### src/rtl/fifo_burst_arbiter.sv
// fifo_burst_arbiter: moves bounded bursts from two source FIFOs into one destination FIFO,
// alternating owners on ties, with look-ahead on the destination flags so it never overflows.
module fifo_burst_arbiter #(
   parameter int DATA_W    = 32,
   parameter int BURST_LEN = 16
) (
   input  logic              clk,
   input  logic              reset,
   input  logic              stop,
   input  logic              src0_empty,
   input  logic              src1_empty,
   input  logic              src0_valid,
   input  logic              src1_valid,
   input  logic [DATA_W-1:0] src0_dout,
   input  logic [DATA_W-1:0] src1_dout,
   output logic              src0_rd,
   output logic              src1_rd,
   input  logic              dst_full,
   input  logic              dst_almost_full,
   output logic              dst_wr,
   output logic [DATA_W-1:0] dst_din,
   output logic [1:0]        grant,
   output logic              burst_done
);
   typedef enum logic [1:0] {IDLE, XFER, DRAIN} state_t;
   localparam logic [7:0] LAST = 8'(BURST_LEN - 1);
   state_t     state;
   logic       owner;
   logic       last_owner;
   logic [7:0] cnt;
   logic       issue;
   logic       own_empty;
   // Writes are blocked in IDLE so a read aborted by reset never reaches the destination.
   always_comb begin
      own_empty  = owner ? src1_empty : src0_empty;
      dst_wr     = (state != IDLE) && (owner ? src1_valid : src0_valid);
      dst_din    = dst_wr ? (owner ? src1_dout : src0_dout) : '0;
      issue      = (state == XFER) && !stop && !dst_full && !(dst_almost_full && dst_wr) && !own_empty;
      src0_rd    = issue && !owner;
      src1_rd    = issue && owner;
      grant      = (state == IDLE) ? 2'b00 : (owner ? 2'b10 : 2'b01);
      burst_done = (state == DRAIN);
   end
   always_ff @(posedge clk or posedge reset) begin
      if (reset) begin
         state      <= IDLE;
         owner      <= 1'b0;
         last_owner <= 1'b1;
         cnt        <= '0;
      end else begin
         case (state)
            IDLE: if (!stop && !(src0_empty && src1_empty)) begin
               owner <= (!src0_empty && !src1_empty) ? !last_owner : src0_empty;
               cnt   <= '0;
               state <= XFER;
            end
            XFER: begin
               if (issue) cnt <= cnt + 8'd1;
               if ((issue && cnt == LAST) || own_empty) state <= DRAIN;
            end
            DRAIN: begin
               last_owner <= owner;
               state      <= IDLE;
            end
            default: state <= IDLE;
         endcase
      end
   end
endmodule

### config.mk
export PLATFORM = sky130hd
export DESIGN_NAME = fifo_burst_arbiter
export DESIGN_NICKNAME = d
export VERILOG_FILES = /design/src/rtl/fifo_burst_arbiter.sv
export SDC_FILE = /design/constraint.sdc
export NUM_CORES = 1
export LEC_CHECK = 0
export CORE_ASPECT_RATIO = 0.5
export CORE_MARGIN = 4
export CORE_UTILIZATION = 31
export DETAILED_ROUTE_END_ITERATION = 16
export PLACE_DENSITY = 0.81
export SYNTH_ARGS = -nofsm -noshare
export SYNTH_HDL_FRONTEND = slang
export SYNTH_SLANG_ARGS = --single-unit
### constraint.sdc
create_clock -name clk -period 1.9 [get_ports clk]
set_input_delay 0.19 -clock clk [delete_from_list [all_inputs] [get_ports clk]]
set_output_delay 0.19 -clock clk [all_outputs]
set_load 0.05 [all_outputs]
### Yosys cells after proc, flatten, opt, wreduce, memory -nomap -nowiden

Cells that the tools add are included.

| cells by class | value |
|---|---|
| muxes and demuxes | 13 |
| equality and inequality tests | 6 |
| order comparisons | 0 |
| reduce and logical (&&, ||, !) cells | 28 |
| $mul | 0 |
| bitwise gates (word level) | 0 |
| divide/modulo/power cells | 0 |
| shifts and indexed selects | 0 |
| add/subtract/negate cells | 1 |

Operator list:

| kind | number |
|---|---|
| two-way mux 32 bit | 2 |
| two-way mux 8 bit | 2 |
| one-hot mux 8 bit (2 select lines) | 1 |
| logical AND 1 bit | 12 |
| logical NOT 1 bit | 9 |
| adder 8 x 1 -> 8 bit (second input constant) | 1 |
| == test 8 x 4 -> 1 bit (second input constant) | 1 |
| two-way mux 2 bit | 4 |
| inequality test 2 x 1 -> 1 bit (second input constant) | 2 |
| one-hot mux 2 bit (2 select lines) | 1 |
| AND reduction 2 bit | 2 |
| nonzero test 2 bit | 2 |
| two-way mux 1 bit | 3 |
| AND reduction 3 bit | 1 |
| == test 2 x 1 -> 1 bit (second input constant) | 1 |
| == test 2 bit (second input constant) | 1 |
| logical NOT 2 bit | 1 |
| inequality test 2 bit (second input constant) | 1 |
| logical OR 1 bit | 1 |

| word-level totals | value |
|---|---|
| latch bits | 0 |
| output and inout bits | 38 |
| memory bits (read-only) | 0 |
| bits in writable memories | 0 |
| word-level logic and storage cells | 52 |
| register bits after elaboration | 12 |
| bits of input ports | 73 |
| memories | 0 |

### Depth between registers and ports, before layout

| depth | value |
|---|---|
| word-level depth | 10 |
| mapped depth | 6 |
| depth with buffers taken out | 5 |

### Least setup slack after synthesis

No wires, ideal clock.

| timing path | value |
|---|---|
| path kind | reg-to-output |
| from | register owner |
| to | output src1_rd |
| cell stages (with the launch flop) | 6 |
| data required time | 1.710 ns |
| setup slack | -0.534 ns |
| arrival | 2.244 ns |
| buffers on the path | 3 |
| cell sequence | dfrtp_1 > buf_2 > buf_2 > buf_1 > inv_1 > nor3_1 |

| on the way | value |
|---|---|
| word-level cells in the longest chain between the ends | 7 |
| elaborated cells on any way between the ends | 9 |
| those cells by class | 2 x mux; 7 x reduce/logical |

Ends and longest elaborated chain:

| item | line | RTL |
|---|---|---|
| start: declaration | 28 | `logic owner;` |
| start signal: assignment | 53 | `owner <= (!src0_empty && !src1_empty) ? !last_owner : src0_empty;` |
| two-way mux 1 bit | 36 | `dst_wr = (state != IDLE) && (owner ? src1_valid : src0_valid);` |
| logical AND 1 bit | 36 |  |
| logical AND 1 bit | 38 | `issue = (state == XFER) && !stop && !dst_full && !(dst_almost_full && dst_wr) && !own_empty;` |
| logical NOT 1 bit | 38 |  |
| logical AND 1 bit (2 in series) | 38 |  |
| logical AND 1 bit * | 40 | `src1_rd = issue && owner;` |
| end: declaration | 17 | `output logic src1_rd,` |

Every way passes the cells marked *; elsewhere a longest branch is shown, timed or not.

### Final worst setup path

| timing path | value |
|---|---|
| from | register owner |
| to | output dst_din[7] |

| on the way | value |
|---|---|
| word-level cells in the longest chain between the ends | 3 |
| elaborated cells on any way between the ends | 4 |
| those cells by class | 3 x mux; 1 x reduce/logical |

Ends and longest elaborated chain:

| item | line | RTL |
|---|---|---|
| two-way mux 1 bit | 36 |  |
| logical AND 1 bit | 36 |  |
| two-way mux 32 bit * | 37 | `dst_din = dst_wr ? (owner ? src1_dout : src0_dout) : '0;` |
| end: declaration | 21 | `output logic [DATA_W-1:0] dst_din,` |

Marked as above.

==> summary.md <==
| Metric | Value |
|---|---|
| Status | `finished, violations left` |
| Failing checks | `setup timing` |
| Starting density of the core | `33.5%` |
| Required time worst endpoint | `1710 ps` |
| Deepest clock path buffer count | `2` |
| Min cycle time layout | `1900 ps` |
| Yosys warns | `0` |
| GPL Wtd Cong | `0.899` |
| Hold Buf Count CTS | `0` |
| Post-synthesis cell area | `1190 sq um` |
| Avg Cell Area, Syn | `8.02 sq um` |
| Skew-Pair Late Insertion Delay | `240 ps` |
| Synth unique cells | `33` |
| Reg2reg start | `state[1]` |
| Setup violations, final | `1` |
| Vias in the first global route | `1863` |
| Wire length per cell after detailed routing | `23.2 um` |
| Crit path max-delay family | `simple AND/OR/NAND/NOR gates` |
| Placed insts | `307` |
| Layout Nets | `340` |
| Worst path max stage delay | `430 ps` |
| WL final | `7340 um` |
| Post-route ant nets | `0` |
| Total CTS buffers | `3` |
| Critical path arrival | `1710 ps` |
| Worst Tran Pin Value | `557 ps` |
| Starting DRT DRC Count | `65` |
| Period utilization | `100%` |
| Core area | `3570 sq um` |
| Slowest CP cell | `dfrtp_2` |
| Clk root buf | `clkbuf_8` |
| Max transition margin | `62.9%` |
| Worst-path cell chain | `mux2i_2 > or2_4 > buf_12 > nor2_2 > buf_12` |
| Area Growth Syn to Fin | `161%` |
| Cell repeated most along the worst path | `buf_12` |
| Power density cells | `1570 nW/um^2` |
| GRT Total Usage | `27.1%` |
| Sequential area share after synthesis | `25.2%` |
| Max H-tree Level | `1` |
| Initial DRT Pass Iterations | `4` |
| Critical path endpoint category | `primary output` |
| Die area | `4970 sq um` |
| Pleak | `1.28 nW` |
| Achievable frequency | `0.526 GHz` |
| Dpl cell area | `2740 sq um` |
| CP Launch Type | `flip-flop` |
| Vias per cell | `5.58` |
| Fillers | `144` |
| RSZ-0062 raised after global routing | `true` |
| Ant diodes | `0` |
| Width of the die | `95.8 um` |
| Hold Path Class | `in -> async` |
| Worst-path clk slew | `50 ps` |
| Hpwl dp | `4340 um` |
| R2R cell count | `5` |
| Die Y | `51.9 um` |
| Yosys reg bits | `12` |
| Clock tree from TritonCTS | `built` |
| FF-to-FF End | `cnt[5]` |
| Pins over their slew limit | `0` |
| CTS sink count | `12` |
| Final instance count without filler cells | `316` |
| Syn_nets | `223` |
| Hold Slack | `302 ps` |
| Global-route wire length before repair | `9910 um` |
| Grt ovf | `0` |
| Largest net degree at the start of global routing | `33` |
| Post-Layout Inst Area | `3120 sq um` |
| Layout Skew | `1.69 ps` |
| Worst Path Buf+Inv | `2` |
| Crit Path Category | `reg -> out` |
| IO Pins | `111` |
| Post-Syn Instances | `149` |
| Final WS setup | `-0.330 ps` |
| I/O Buffers | `110` |
| Final core utilization | `87.5%` |
| Vias | `1764` |
| Peak supply drop | `1.09 mV` |
| Initial antenna violation count | `0` |
| Residual DRC | `0` |
| R2R Setup Slk | `60 ps` |
| Row cnt | `15` |
| Max-Cap Viols | `0` |
| Final hold vios | `0` |
| CP Max Fanout | `17` |
| Share of layout cells above drive strength 1 | `43.8%` |
==> cells by family (layout without fill, tap and decap cells) <==
family / count (synthesis) / after routing / synth area share (%)
buf+inv: 14 / 130 / 5.44
flops: 12 / 12 / 25.2
fa+ha+maj: 1 / 1 / 1.05
simple gates: 67 / 67 / 26.2
compound gates: 16 / 16 / 9.11
mux: 39 / 39 / 33.0
==> cells in the final DEF, fill, tap and decap left out, drive strengths merged, types with 2 or more instances in the layout <==
| cell type | n |
|---|---|
| a21oi | 4 |
| clkdlybuf4s50 | 72 |
| or2 | 3 |
| clkbuf | 4 |
| nor4 | 2 |
| mux2i | 36 |
| and3 | 2 |
| dfrtp | 11 |
| or4 | 3 |
| o31ai | 3 |
| mux2 | 3 |
| nand2 | 4 |
| nand2b | 2 |
| inv | 4 |
| nor3 | 2 |
| nor2 | 41 |
| o21ai | 3 |
| buf | 50 |
| nand3 | 5 |
==> flip-flops by register name, summed over array words and instances (netlist names) <==
register    count
last_owner      1
state           2
owner           1
cnt             8
==> stage by stage <==
stage	worst slack (ps)	TNS (ps)	power (mW)
after floorplan	-205	-6110	2.30
final	-0.330	-0.330	4.89
after detailed placement	-16.6	-19.5	3.88
after global placement	27.9	0	3.82
after CTS	-10.0	-15.9	4.59
after global routing	-36.5	-166	5.02
==> repair_timing <==
| action | 4_1_cts | 5_1_grt |
|---|---|---|
| buffers inserted | 2 | 2 |
| gates resized for setup | 53 | 24 |
| endpoints found under the setup margin | 36 | 38 |
| cloned | 1 | 0 |
| pin swaps | 0 | 2 |
==> where the power goes <==
part           leakage, nW  internal (mW)  total [mW]  switching (mW)
clock               0.0228          0.148       0.245          0.0971
sequential           0.156          0.330       0.417          0.0866
combinational         1.10           1.89        4.22            2.33
total                 1.28           2.37        4.89            2.52
==> cell type report <==
type                            count  area (sq um)  area share, %
Inverter                            4          15.0          0.481
Multi-Input combinational cell    123          1100           35.2
Tap cell                           51          63.8           2.05
Clock buffer                        4          45.0           1.44
Sequential cell                    12           304           9.75
Timing Repair Buffer              122          1590           51.1
==> synthesized netlist by cell type <==
| cell | n | area share [%] |
|---|---|---|
| a211o_1 | 1 | 0.73 |
| a211oi_1 | 1 | 0.63 |
| a21o_1 | 1 | 0.63 |
| a21oi_1 | 4 | 1.7 |
| a31oi_1 | 1 | 0.52 |
| and2b_2 | 1 | 0.73 |
| and3_1 | 2 | 1.0 |
| buf_1 | 1 | 0.31 |
| buf_2 | 4 | 1.7 |
| buf_6 | 1 | 0.94 |
| clkbuf_1 | 4 | 1.3 |
| dfrtp_1 | 11 | 23 |
| dfstp_2 | 1 | 2.2 |
| ha_1 | 1 | 1.0 |
| inv_1 | 4 | 1.3 |
| mux2_2 | 3 | 2.8 |
| mux2i_1 | 36 | 30 |
| nand2_1 | 4 | 1.3 |
| nand2b_1 | 1 | 0.52 |
| nand2b_4 | 1 | 1.2 |
| nand3_1 | 5 | 2.1 |
| nor2_1 | 41 | 13 |
| nor2b_1 | 1 | 0.52 |
| nor3_1 | 2 | 0.84 |
| nor4_1 | 2 | 1.0 |
| o21a_1 | 1 | 0.63 |
| o21ai_0 | 2 | 0.84 |
| o21ai_2 | 1 | 0.73 |
| o31ai_1 | 3 | 1.9 |
| o32a_1 | 1 | 0.84 |
| or2_2 | 3 | 1.6 |
| or3_2 | 1 | 0.63 |
| or4_1 | 3 | 1.9 |
==> worst max path at each step <==
stage | end | cells past startpoint | from | slack [ps]
floorplan | dst_din[10] | 6 | owner | -200
global placement | cnt[7] | 6 | stop | 30
detailed placement | cnt[1] | 5 | src1_valid | -20
CTS | src0_rd | 5 | owner | -10
global route | dst_din[6] | 5 | owner | -40
finish | dst_din[7] | 5 | owner | -0.3
==> per-layer routing <==
layer,track usage (%),share of wire (%)
met5,0,0
met4,12.3,3.6
met3,5.49,5.2
met2,53.3,54
met1,27.7,37
No activity file was read; power rests on OpenSTA's default activity.
